### config.mk
export PLATFORM = sky130hd
export DESIGN_NAME = perceptron_train_ctrl_flat
export DESIGN_NICKNAME = d
export VERILOG_FILES = /design/src/rtl/perceptron_pkg.sv /design/src/rtl/perceptron_train_ctrl_if.sv /design/src/rtl/perceptron_addr_gen.sv /design/src/rtl/perceptron_train_ctrl.sv /design/src/flat_wrapper.sv
export SDC_FILE = /design/constraint.sdc
export NUM_CORES = 1
export LEC_CHECK = 0
export CORE_MARGIN = 2
export CORE_UTILIZATION = 39
export CTS_CLUSTER_SIZE = 30
export DETAILED_ROUTE_END_ITERATION = 10
export GPL_TIMING_DRIVEN = 0
export HOLD_SLACK_MARGIN = 0.1
export PLACE_DENSITY = 0.78
export SKIP_CTS_REPAIR_TIMING = 1
export SLEW_MARGIN = 20
export SYNTH_ARGS = -nofsm -noshare
export SYNTH_HDL_FRONTEND = slang
export SYNTH_HIERARCHICAL = 1
export SYNTH_SLANG_ARGS = --single-unit
### constraint.sdc
create_clock -name clk -period 2.2 [get_ports clk]
set_clock_uncertainty 0.15 [all_clocks]
set_input_delay 0.44 -clock clk [delete_from_list [all_inputs] [get_ports clk]]
set_output_delay 0.44 -clock clk [all_outputs]
set_load 0.05 [all_outputs]
### src/rtl/perceptron_pkg.sv
// Shared types and constants for the perceptron training controller.
// The optional PERCEPTRON_SHUFFLE_EN build only affects perceptron_addr_gen.
package perceptron_pkg;

    localparam int DATA_W    = 32;
    localparam int N_DEFAULT = 8;

    typedef enum logic [2:0] {
        IDLE,
        FETCH,
        LOAD,
        SETTLE,
        COMPARE,
        NEXT,
        EPOCH_END,
        DONE
    } state_e;

endpackage

### src/rtl/perceptron_train_ctrl_if.sv
// Sample-memory and neuron/weights bus between the training controller
// (master) and the memory plus datapath (slave).
interface perceptron_train_ctrl_if #(
    parameter int N      = perceptron_pkg::N_DEFAULT,
    parameter int ADDR_W = 4
);
    import perceptron_pkg::*;

    // No valid/ready here: sample_x/sample_y are valid exactly one cycle after
    // sample_addr, and y is a combinational function of x and the weights.
    logic [ADDR_W-1:0] sample_addr;
    logic [N-1:0]      sample_x;
    logic [DATA_W-1:0] sample_y;
    logic [N-1:0]      x;
    logic [DATA_W-1:0] expected_y;
    logic [DATA_W-1:0] y;
    logic              train;

    modport master (
        output sample_addr, x, expected_y, train,
        input  sample_x, sample_y, y
    );

    modport slave (
        input  sample_addr, x, expected_y, train,
        output sample_x, sample_y, y
    );

endinterface

### src/rtl/perceptron_addr_gen.sv
// Sample index counter with last-index detect. With PERCEPTRON_SHUFFLE_EN the
// memory address is index XOR the low epoch bits; otherwise it is the index.
module perceptron_addr_gen
    import perceptron_pkg::*;
#(
    parameter int ADDR_W = 4
) (
    input  logic              clk,
    input  logic              rst,
    input  logic              clr_i,
    input  logic              inc_i,
    input  logic [ADDR_W-1:0] epoch_i,
    output logic [ADDR_W-1:0] addr_o,
    output logic              last_o
);

    logic [ADDR_W-1:0] index_q;

    always_ff @(posedge clk or posedge rst) begin
        if (rst) begin
            index_q <= '0;
        end else if (clr_i) begin
            index_q <= '0;
        end else if (inc_i) begin
            index_q <= index_q + ADDR_W'(1);
        end
    end

    // End of epoch is decided on the index so shuffling never skips a sample.
    assign last_o = (index_q == {ADDR_W{1'b1}});

`ifdef PERCEPTRON_SHUFFLE_EN
    assign addr_o = index_q ^ epoch_i;
`else
    logic unused_epoch;
    assign unused_epoch = ^epoch_i;
    assign addr_o       = index_q;
`endif

endmodule

### src/rtl/perceptron_train_ctrl.sv
// Perceptron training sequencer: walks the sample memory per epoch and pulses
// train on misclassified samples. PERCEPTRON_SHUFFLE_EN permutes the visit order.
module perceptron_train_ctrl
    import perceptron_pkg::*;
#(
    parameter int N             = N_DEFAULT,
    parameter int ADDR_W        = 4,
    parameter int EPOCH_W       = 8,
    parameter int MAX_EPOCHS    = 200,
    parameter int SETTLE_CYCLES = 2
) (
    input  logic                   clk,
    input  logic                   rst,
    input  logic                   start,
    perceptron_train_ctrl_if.master bus,
    output logic                   busy,
    output logic                   done,
    output logic                   converged,
    output logic [EPOCH_W-1:0]     epoch_count,
    output logic [ADDR_W:0]        error_count,
    output state_e                 dbg_state
);

    localparam int CNT_W = $clog2(SETTLE_CYCLES + 1);
    localparam int ERR_W = ADDR_W + 1;

    state_e             state_q;
    logic [N-1:0]       x_q;
    logic [DATA_W-1:0]  exp_y_q;
    logic               busy_q;
    logic               done_q;
    logic               conv_q;
    logic [EPOCH_W-1:0] epoch_q;
    logic [EPOCH_W-1:0] epoch_d;
    logic [ERR_W-1:0]   err_q;
    logic [ERR_W-1:0]   err_d;
    logic [CNT_W-1:0]   cnt_q;

    logic              mismatch;
    logic              at_limit;
    logic              idx_clr;
    logic              idx_inc;
    logic              idx_last;
    logic [ADDR_W-1:0] addr;

    assign mismatch = (bus.y != exp_y_q);
    assign epoch_d  = epoch_q + EPOCH_W'(1);
    assign err_d    = err_q + ERR_W'(1);
    assign at_limit = (epoch_d == EPOCH_W'(MAX_EPOCHS));

    always_comb begin
        idx_clr = 1'b0;
        idx_inc = 1'b0;
        if (state_q == IDLE && start) begin
            idx_clr = 1'b1;
        end
        if (state_q == EPOCH_END && err_q != '0 && !at_limit) begin
            idx_clr = 1'b1;
        end
        if (state_q == NEXT && !idx_last) begin
            idx_inc = 1'b1;
        end
    end

    perceptron_addr_gen #(
        .ADDR_W (ADDR_W)
    ) u_addr_gen (
        .clk     (clk),
        .rst     (rst),
        .clr_i   (idx_clr),
        .inc_i   (idx_inc),
        .epoch_i (epoch_q[ADDR_W-1:0]),
        .addr_o  (addr),
        .last_o  (idx_last)
    );

    always_ff @(posedge clk or posedge rst) begin
        if (rst) begin
            state_q <= IDLE;
            x_q     <= '0;
            exp_y_q <= '0;
            busy_q  <= 1'b0;
            done_q  <= 1'b0;
            conv_q  <= 1'b0;
            epoch_q <= '0;
            err_q   <= '0;
            cnt_q   <= '0;
        end else begin
            done_q <= 1'b0;
            case (state_q)
                IDLE: begin
                    if (start) begin
                        state_q <= FETCH;
                        busy_q  <= 1'b1;
                        conv_q  <= 1'b0;
                        epoch_q <= '0;
                        err_q   <= '0;
                    end
                end
                FETCH: state_q <= LOAD;
                LOAD: begin
                    x_q     <= bus.sample_x;
                    exp_y_q <= bus.sample_y;
                    cnt_q   <= CNT_W'(SETTLE_CYCLES);
                    state_q <= SETTLE;
                end
                SETTLE: begin
                    cnt_q <= cnt_q - CNT_W'(1);
                    if (cnt_q == CNT_W'(1)) begin
                        state_q <= COMPARE;
                    end
                end
                COMPARE: begin
                    if (mismatch) begin
                        err_q <= err_d;
                    end
                    state_q <= NEXT;
                end
                NEXT: state_q <= idx_last ? EPOCH_END : FETCH;
                EPOCH_END: begin
                    epoch_q <= epoch_d;
                    if (err_q == '0) begin
                        conv_q  <= 1'b1;
                        done_q  <= 1'b1;
                        state_q <= DONE;
                    end else if (at_limit) begin
                        done_q  <= 1'b1;
                        state_q <= DONE;
                    end else begin
                        err_q   <= '0;
                        state_q <= FETCH;
                    end
                end
                DONE: begin
                    busy_q  <= 1'b0;
                    state_q <= IDLE;
                end
                default: state_q <= IDLE;
            endcase
        end
    end

    // train is decoded from the registered state so it is confined to the
    // COMPARE cycle and drops the instant rst moves the state to IDLE.
    assign bus.train       = (state_q == COMPARE) && mismatch;
    assign bus.sample_addr = addr;
    assign bus.x           = x_q;
    assign bus.expected_y  = exp_y_q;

    assign busy        = busy_q;
    assign done        = done_q;
    assign converged   = conv_q;
    assign epoch_count = epoch_q;
    assign error_count = err_q;
    assign dbg_state   = state_q;

endmodule
### src/flat_wrapper.sv
// flat-port wrapper written by rule: the top's interface ports become plain ports
module perceptron_train_ctrl_flat import perceptron_pkg::*;
#(
    parameter int N             = N_DEFAULT,
    parameter int ADDR_W        = 4,
    parameter int EPOCH_W       = 8,
    parameter int MAX_EPOCHS    = 200,
    parameter int SETTLE_CYCLES = 2
)
  (clk, rst, start, busy, done, converged, epoch_count, error_count, dbg_state, bus_sample_addr, bus_x, bus_expected_y, bus_train, bus_sample_x, bus_sample_y, bus_y);
  perceptron_train_ctrl_if #(.N(N), .ADDR_W(ADDR_W)) bus_i ();
  input  logic clk;
  input  logic rst;
  input  logic start;
  output logic busy;
  output logic done;
  output logic converged;
  output logic [EPOCH_W-1:0] epoch_count;
  output logic [ADDR_W:0] error_count;
  output state_e dbg_state;
  output wire logic [$bits(bus_i.sample_addr)-1:0] bus_sample_addr;
  output wire logic [$bits(bus_i.x)-1:0] bus_x;
  output wire logic [$bits(bus_i.expected_y)-1:0] bus_expected_y;
  output wire logic [$bits(bus_i.train)-1:0] bus_train;
  input wire logic [$bits(bus_i.sample_x)-1:0] bus_sample_x;
  input wire logic [$bits(bus_i.sample_y)-1:0] bus_sample_y;
  input wire logic [$bits(bus_i.y)-1:0] bus_y;
  assign bus_sample_addr = bus_i.sample_addr;
  assign bus_x = bus_i.x;
  assign bus_expected_y = bus_i.expected_y;
  assign bus_train = bus_i.train;
  assign bus_i.sample_x = bus_sample_x;
  assign bus_i.sample_y = bus_sample_y;
  assign bus_i.y = bus_y;
  perceptron_train_ctrl #(.N(N), .ADDR_W(ADDR_W), .EPOCH_W(EPOCH_W), .MAX_EPOCHS(MAX_EPOCHS), .SETTLE_CYCLES(SETTLE_CYCLES)) u_core (.clk(clk), .rst(rst), .start(start), .bus(bus_i), .busy(busy), .done(done), .converged(converged), .epoch_count(epoch_count), .error_count(error_count), .dbg_state(dbg_state));
endmodule
* Word level (Yosys, flattened, before mapping) *
Cells that the tools add are included.

cells by class
  $add $sub $neg = 4
  equality and inequality tests = 17
  multiplexer cells = 27
  reductions and logical operators = 20

operators by type and width
  kind                 number
  $ne 32x32->1         1
  $pmux 3 s8           1
  $mux 5               4
  $pmux 8 s2           1
  $mux 3               5
  $pmux 5 s3           1
  $eq 3x3->1 const B   4
  $mux 1               9
  $add 8x1->8 const B  1
  $eq 8x8->1 const B   1
  $mux 4               2
  $mux 8               1
  $ne 2x2->1 const B   4
  $reduce_bool 2->1    4
  $eq 3x2->1 const B   2
  $reduce_and 2->1     3
  $add 5x1->5 const B  1
  $logic_and 1x1->1    5
  $logic_not 5->1      1
  $reduce_and 5->1     1
  $reduce_bool 5->1    1
  $add 4x1->4 const B  1
  $eq 4x4->1 const B   1
  $ne 2x1->1 const B   2
  9 further kinds      11

storage, ports and cells
  flip-flop bits (word level) = 65
  bits of input ports = 75
  word-level logic and storage cells = 78

* Longest topological paths before layout *
  depth after elaboration = 6
  depth in mapped cells = 9
  depth with buffers taken out = 9

* Hierarchy *
Netlist, hierarchy kept.

by module, submodules not included
  module                 times used  cells each  area an instance (sq um)
  perceptron_train_ctrl  1           261         3054.2
  perceptron_addr_gen    1           18          202.7

* Least setup slack after synthesis *
OpenSTA, ideal clock, no wires.

  kind = reg2reg
  from = register u_core.epoch_q[0], in the netlist u_core/epoch_count[0]
  to = register u_core.u_addr_gen.index_q[3], in the netlist u_core/u_addr_gen/addr_o[3]
  library setup time = 125 ps
  data arrival time = 2267 ps
  required time = 1925 ps
  path slack = -342 ps
  cell stages (with the launch flop) = 10
  path buffers = 0
  period minus slack after synthesis = 2542 ps
  cell sequence = dfrtp_1 -> ha_1 -> nand3_1 -> nor2_1 -> xor2_1 -> a41oi_4 -> a21oi_1 -> nor2_1 -> nor2_1 -> mux2_4

between the ends
  word-level cells in the longest chain between the ends = 6

ends and longest elaborated chain
  element                                             RTL line                      source
  start: declaration                                  perceptron_train_ctrl.sv:33   logic [EPOCH_W-1:0] epoch_q;
  start signal: assignment                            perceptron_train_ctrl.sv:121  epoch_q <= epoch_d;
  $add 8x1->8 (*)                                     perceptron_train_ctrl.sv:47   assign epoch_d = epoch_q + EPOCH_W'(1);
  $eq 8x8->1 (*)                                      perceptron_train_ctrl.sv:49   assign at_limit = (epoch_d == EPOCH_W'(MAX_EPOCHS));
  $logic_not 1->1 (*)                                 perceptron_train_ctrl.sv:57   if (state_q == EPOCH_END && err_q != '0 && !at_limit) begin
  $logic_and 1x1->1 (*)                               perceptron_train_ctrl.sv:57
  $mux 1 (*)                                          perceptron_train_ctrl.sv:57
  via u_core.idx_clr                                  perceptron_train_ctrl.sv:41   logic idx_clr;
  $mux 4 / $reduce_bool 2->1 (equally long branches)  n/a
  end signal: assignment                              perceptron_addr_gen.sv:25     index_q <= index_q + ADDR_W'(1);
  end: declaration                                    perceptron_addr_gen.sv:17     logic [ADDR_W-1:0] index_q;

The timed path passes the listed nets; every way through them passes the cells marked *.
A chain may end at the register's enable or synchronous reset.

* Worst setup path in the final report *
  from = register u_core.exp_y_q[23], in the netlist u_core/bus.expected_y[23]
  to = output bus_train

between the ends
  word-level cells in the longest chain between the ends = 2

ends and longest elaborated chain
  element                   RTL line                      source
  start: declaration        perceptron_train_ctrl.sv:29   logic [DATA_W-1:0] exp_y_q;
  start signal: assignment  perceptron_train_ctrl.sv:103  exp_y_q <= bus.sample_y;
  $ne 32x32->1              perceptron_train_ctrl.sv:46   assign mismatch = (bus.y != exp_y_q);
  $logic_and 1x1->1         perceptron_train_ctrl.sv:145  assign bus.train = (state_q == COMPARE) && mismatch;
  end: declaration          flat_wrapper.sv:24            output wire logic [$bits(bus_i.train)-1:0] bus_train;

No other way between the ends.

==> impl_metrics.tcl <==
set metrics [dict create \
    wire_per_inst_um 16.8 \
    r2r_cells 8 \
    tns_ns -0.268 \
    ant_nets 0 \
    outcome "finished with violations" \
    grt_overflow 0 \
    htree_levels 3 \
    avgSynthCellArea_um2 11.7 \
    totalPowerFinal_w 0.00856 \
    synth-seq-cells 65 \
    cts_buffer_depth 2 \
    placementRows 33 \
    ir_drop_mv 1.13 \
    vias 2791 \
    worstMarginPinSlew_ns 0.619 \
    crit_path_end_kind "output port" \
    routed_wirelength_um 9190 \
    dp.cells 523 \
    grt_antenna_before_repair 0 \
    worstReg2RegStart "u_core/bus.expected_y[23]" \
    ys_types 49 \
    r2r-end "u_core/error_count[2]" \
    drive_gt1_share_pct 28.9 \
    dieArea_um2 9100 \
    grt_usage_pct 20.2 \
    worstPathRequired_ns 1.61 \
    cts_num_sinks 65 \
    gp_congestion 0.831 \
    die_h_um 95.4 \
    r2r_slack_ns 0.05 \
    synth_area_leaders "dfrtp_1, mux2_2, xnor2_1" \
    place_hpwl_um 6600 \
    crit_fanout 3 \
    worstSetupPathType "flop to output port" \
    fin_crit_ns 2.47 \
    use_met3_pct 10.3 \
    rsz0062_at_grt "true" \
    violations "setup timing" \
    slew_viol_final 0 \
    nFillCells 621 \
    cts_tree "yes" \
    syn_nets 360 \
    final_cells 548 \
    synth_top_cell_by_area "dfrtp_1" \
    synthTopCellsByCount "dfrtp_1, mux2_2, xnor2_1" \
    grt_pass1_wl_um 14000 \
    grt_max_degree 43 \
    fin_area_um2 5370 \
    cap_violations 0 \
    syn_area_um2 3260 \
    placed_cell_area_um2 4850 \
    drt_iter0_markers 68 \
    grt_use_met2_pct 32.9 \
    finalSetupViolCount 1 \
    core_um2 8180 \
    critPathArrivalTime_ns 1.88 \
    busiest_layer "met2" \
    ys_async_sr_fraction_pct 100 \
    clk_latency_ns 0.35 \
    via_per_inst 5.09 \
    yosys.area.top_type_share_pct 49.9 \
    setup_ws_ns -0.268 \
    hp-class "input pin to async pin" \
    start_kind "flop" \
    clockRootBuffer "clkbuf_8" \
    ys_warn_count 6 \
    synthCells 279 \
    clk_pin_slew_ns 0.08 \
    initial_core_util_pct 39.8 \
    fp.dieW_um 95.4 \
    max_freq_mhz 405 \
    met1_usage_pct 23.6 \
    cts_made_buffers 9 \
    nNetsFinal 519 \
    syn2layout_area_growth_pct 64.9 \
    max_slew_margin_pct 58.7 \
    yosysSeqAreaShare_pct 49.9 \
    antenna_cells 0 \
    port_buffers 138 \
    grt_pass1_vias 2836 \
    post-route-drc-count 0 \
    fin_crit_sh_pct 112 \
    synth_top_flop_cell "dfrtp_1" \
    powerDensity_nw_per_um2 1590 \
    synthMostInstantiatedCell "dfrtp_1" \
    drt_pass1_iterations 4 \
    p_leak_nw 2.62 \
    finalHoldViolations 0 \
    io_pins 139 \
    synth_edf_count 0 \
]
-- critical path, stage by stage (launching register included) --
cell     delay (ns)
dfrtp_2        0.43
xnor2_1        0.14
nand4_1        0.15
nor4_2         0.32
nand3_1        0.14
and2_4         0.19
buf_8          0.14
-- stage by stage --
stage	hold WS, ns	util, %	setup slack (ns)
floorplan	0.0561	-	-0.0374
global placement	0.341	59.1	-1.35
detailed placement	0.349	59.4	-1.11
CTS	0.227	62.1	-1.11
global route	0.249	65.7	-0.390
finish	0.229	65.7	-0.268
-- area by class of cell --
cell class / instances / area [µm²] / share of cell area [%]
Clock inverter: 6 / 90.1 / 1.68
Sequential cell: 65 / 1660 / 30.9
Clock buffer: 10 / 138 / 2.56
Inverter: 10 / 40.0 / 0.746
Multi-Input combinational cell: 197 / 1690 / 31.5
Timing Repair Buffer: 148 / 1590 / 29.6
Tap cell: 105 / 131 / 2.45
Buffer: 7 / 31.3 / 0.582
-- power breakdown --
group | switching, W | total [W] | internal, W
logic | 0.00300 | 0.00502 | 0.00202
clock network | 0.000495 | 0.00117 | 0.000673
registers | 0.000579 | 0.00237 | 0.00179
-- metal layers --
metal | vias to the layer above | routed length (µm)
met5 | - | 0
met4 | 0 | 93
li1 | 1306 | -
met1 | 1358 | 3500
met2 | 118 | 4620
met3 | 9 | 965
-- cells in the final DEF, fill, tap and decap left out, drive strengths merged, types with 2 or more instances in the layout --
cell,instances
nor4b,2
o21ai,14
a21oi,6
bufinv,2
xor2,3
o22ai,2
a211o,2
mux2i,2
nand2b,4
nor2,13
nand3,8
inv,11
nand2,15
dfrtp,65
a22o,2
nor4,3
nand4,7
clkdlybuf4s50,93
nor3,6
xnor2,33
clkbuf,14
mux2,42
and3,5
nor2b,2
buf,14
or2,2
clkinv,2
o31ai,2
ha,6
dlymetal6s2s,44
a31o,2
and2,3
-- logic make-up after synthesis --
family / count (synthesis) / share of synthesized area (%)
AO/OA/AOI/OAI: 39 / 8.53
XOR/XNOR: 36 / 9.91
adder cells (fa/ha/maj): 6 / 2.30
buffers and inverters: 17 / 2.04
flip-flops: 65 / 49.9
multiplexers: 44 / 15.3
AND/OR/NAND/NOR: 72 / 12.0
-- how the worst max path moves through the flow --
stage / start / to / slack (ns) / cells after the start
global route: u_core/bus.expected_y[19] / bus_train / -0.39 / 6
finish: u_core/bus.expected_y[23] / bus_train / -0.27 / 6
global placement: rst / u_core/bus.expected_y[24] / -1.35 / 2
CTS: bus_y[13] / bus_train / -1.11 / 7
detailed placement: bus_y[13] / bus_train / -1.11 / 7
floorplan: u_core/epoch_count[1] / u_core/u_addr_gen/addr_o[3] / -0.04 / 8
-- registers in the layout, indices dropped and copies added (netlist names) --
register / cells
u_core/dbg_state: 3
u_core/bus.expected_y: 32
u_core/bus.x: 8
u_core/done: 1
u_core/error_count: 5
u_core/u_addr_gen/addr_o: 4
u_core/epoch_count: 8
u_core/busy: 1
u_core/converged: 1
u_core/cnt_q: 2
No activity file was read; power rests on OpenSTA's default activity.
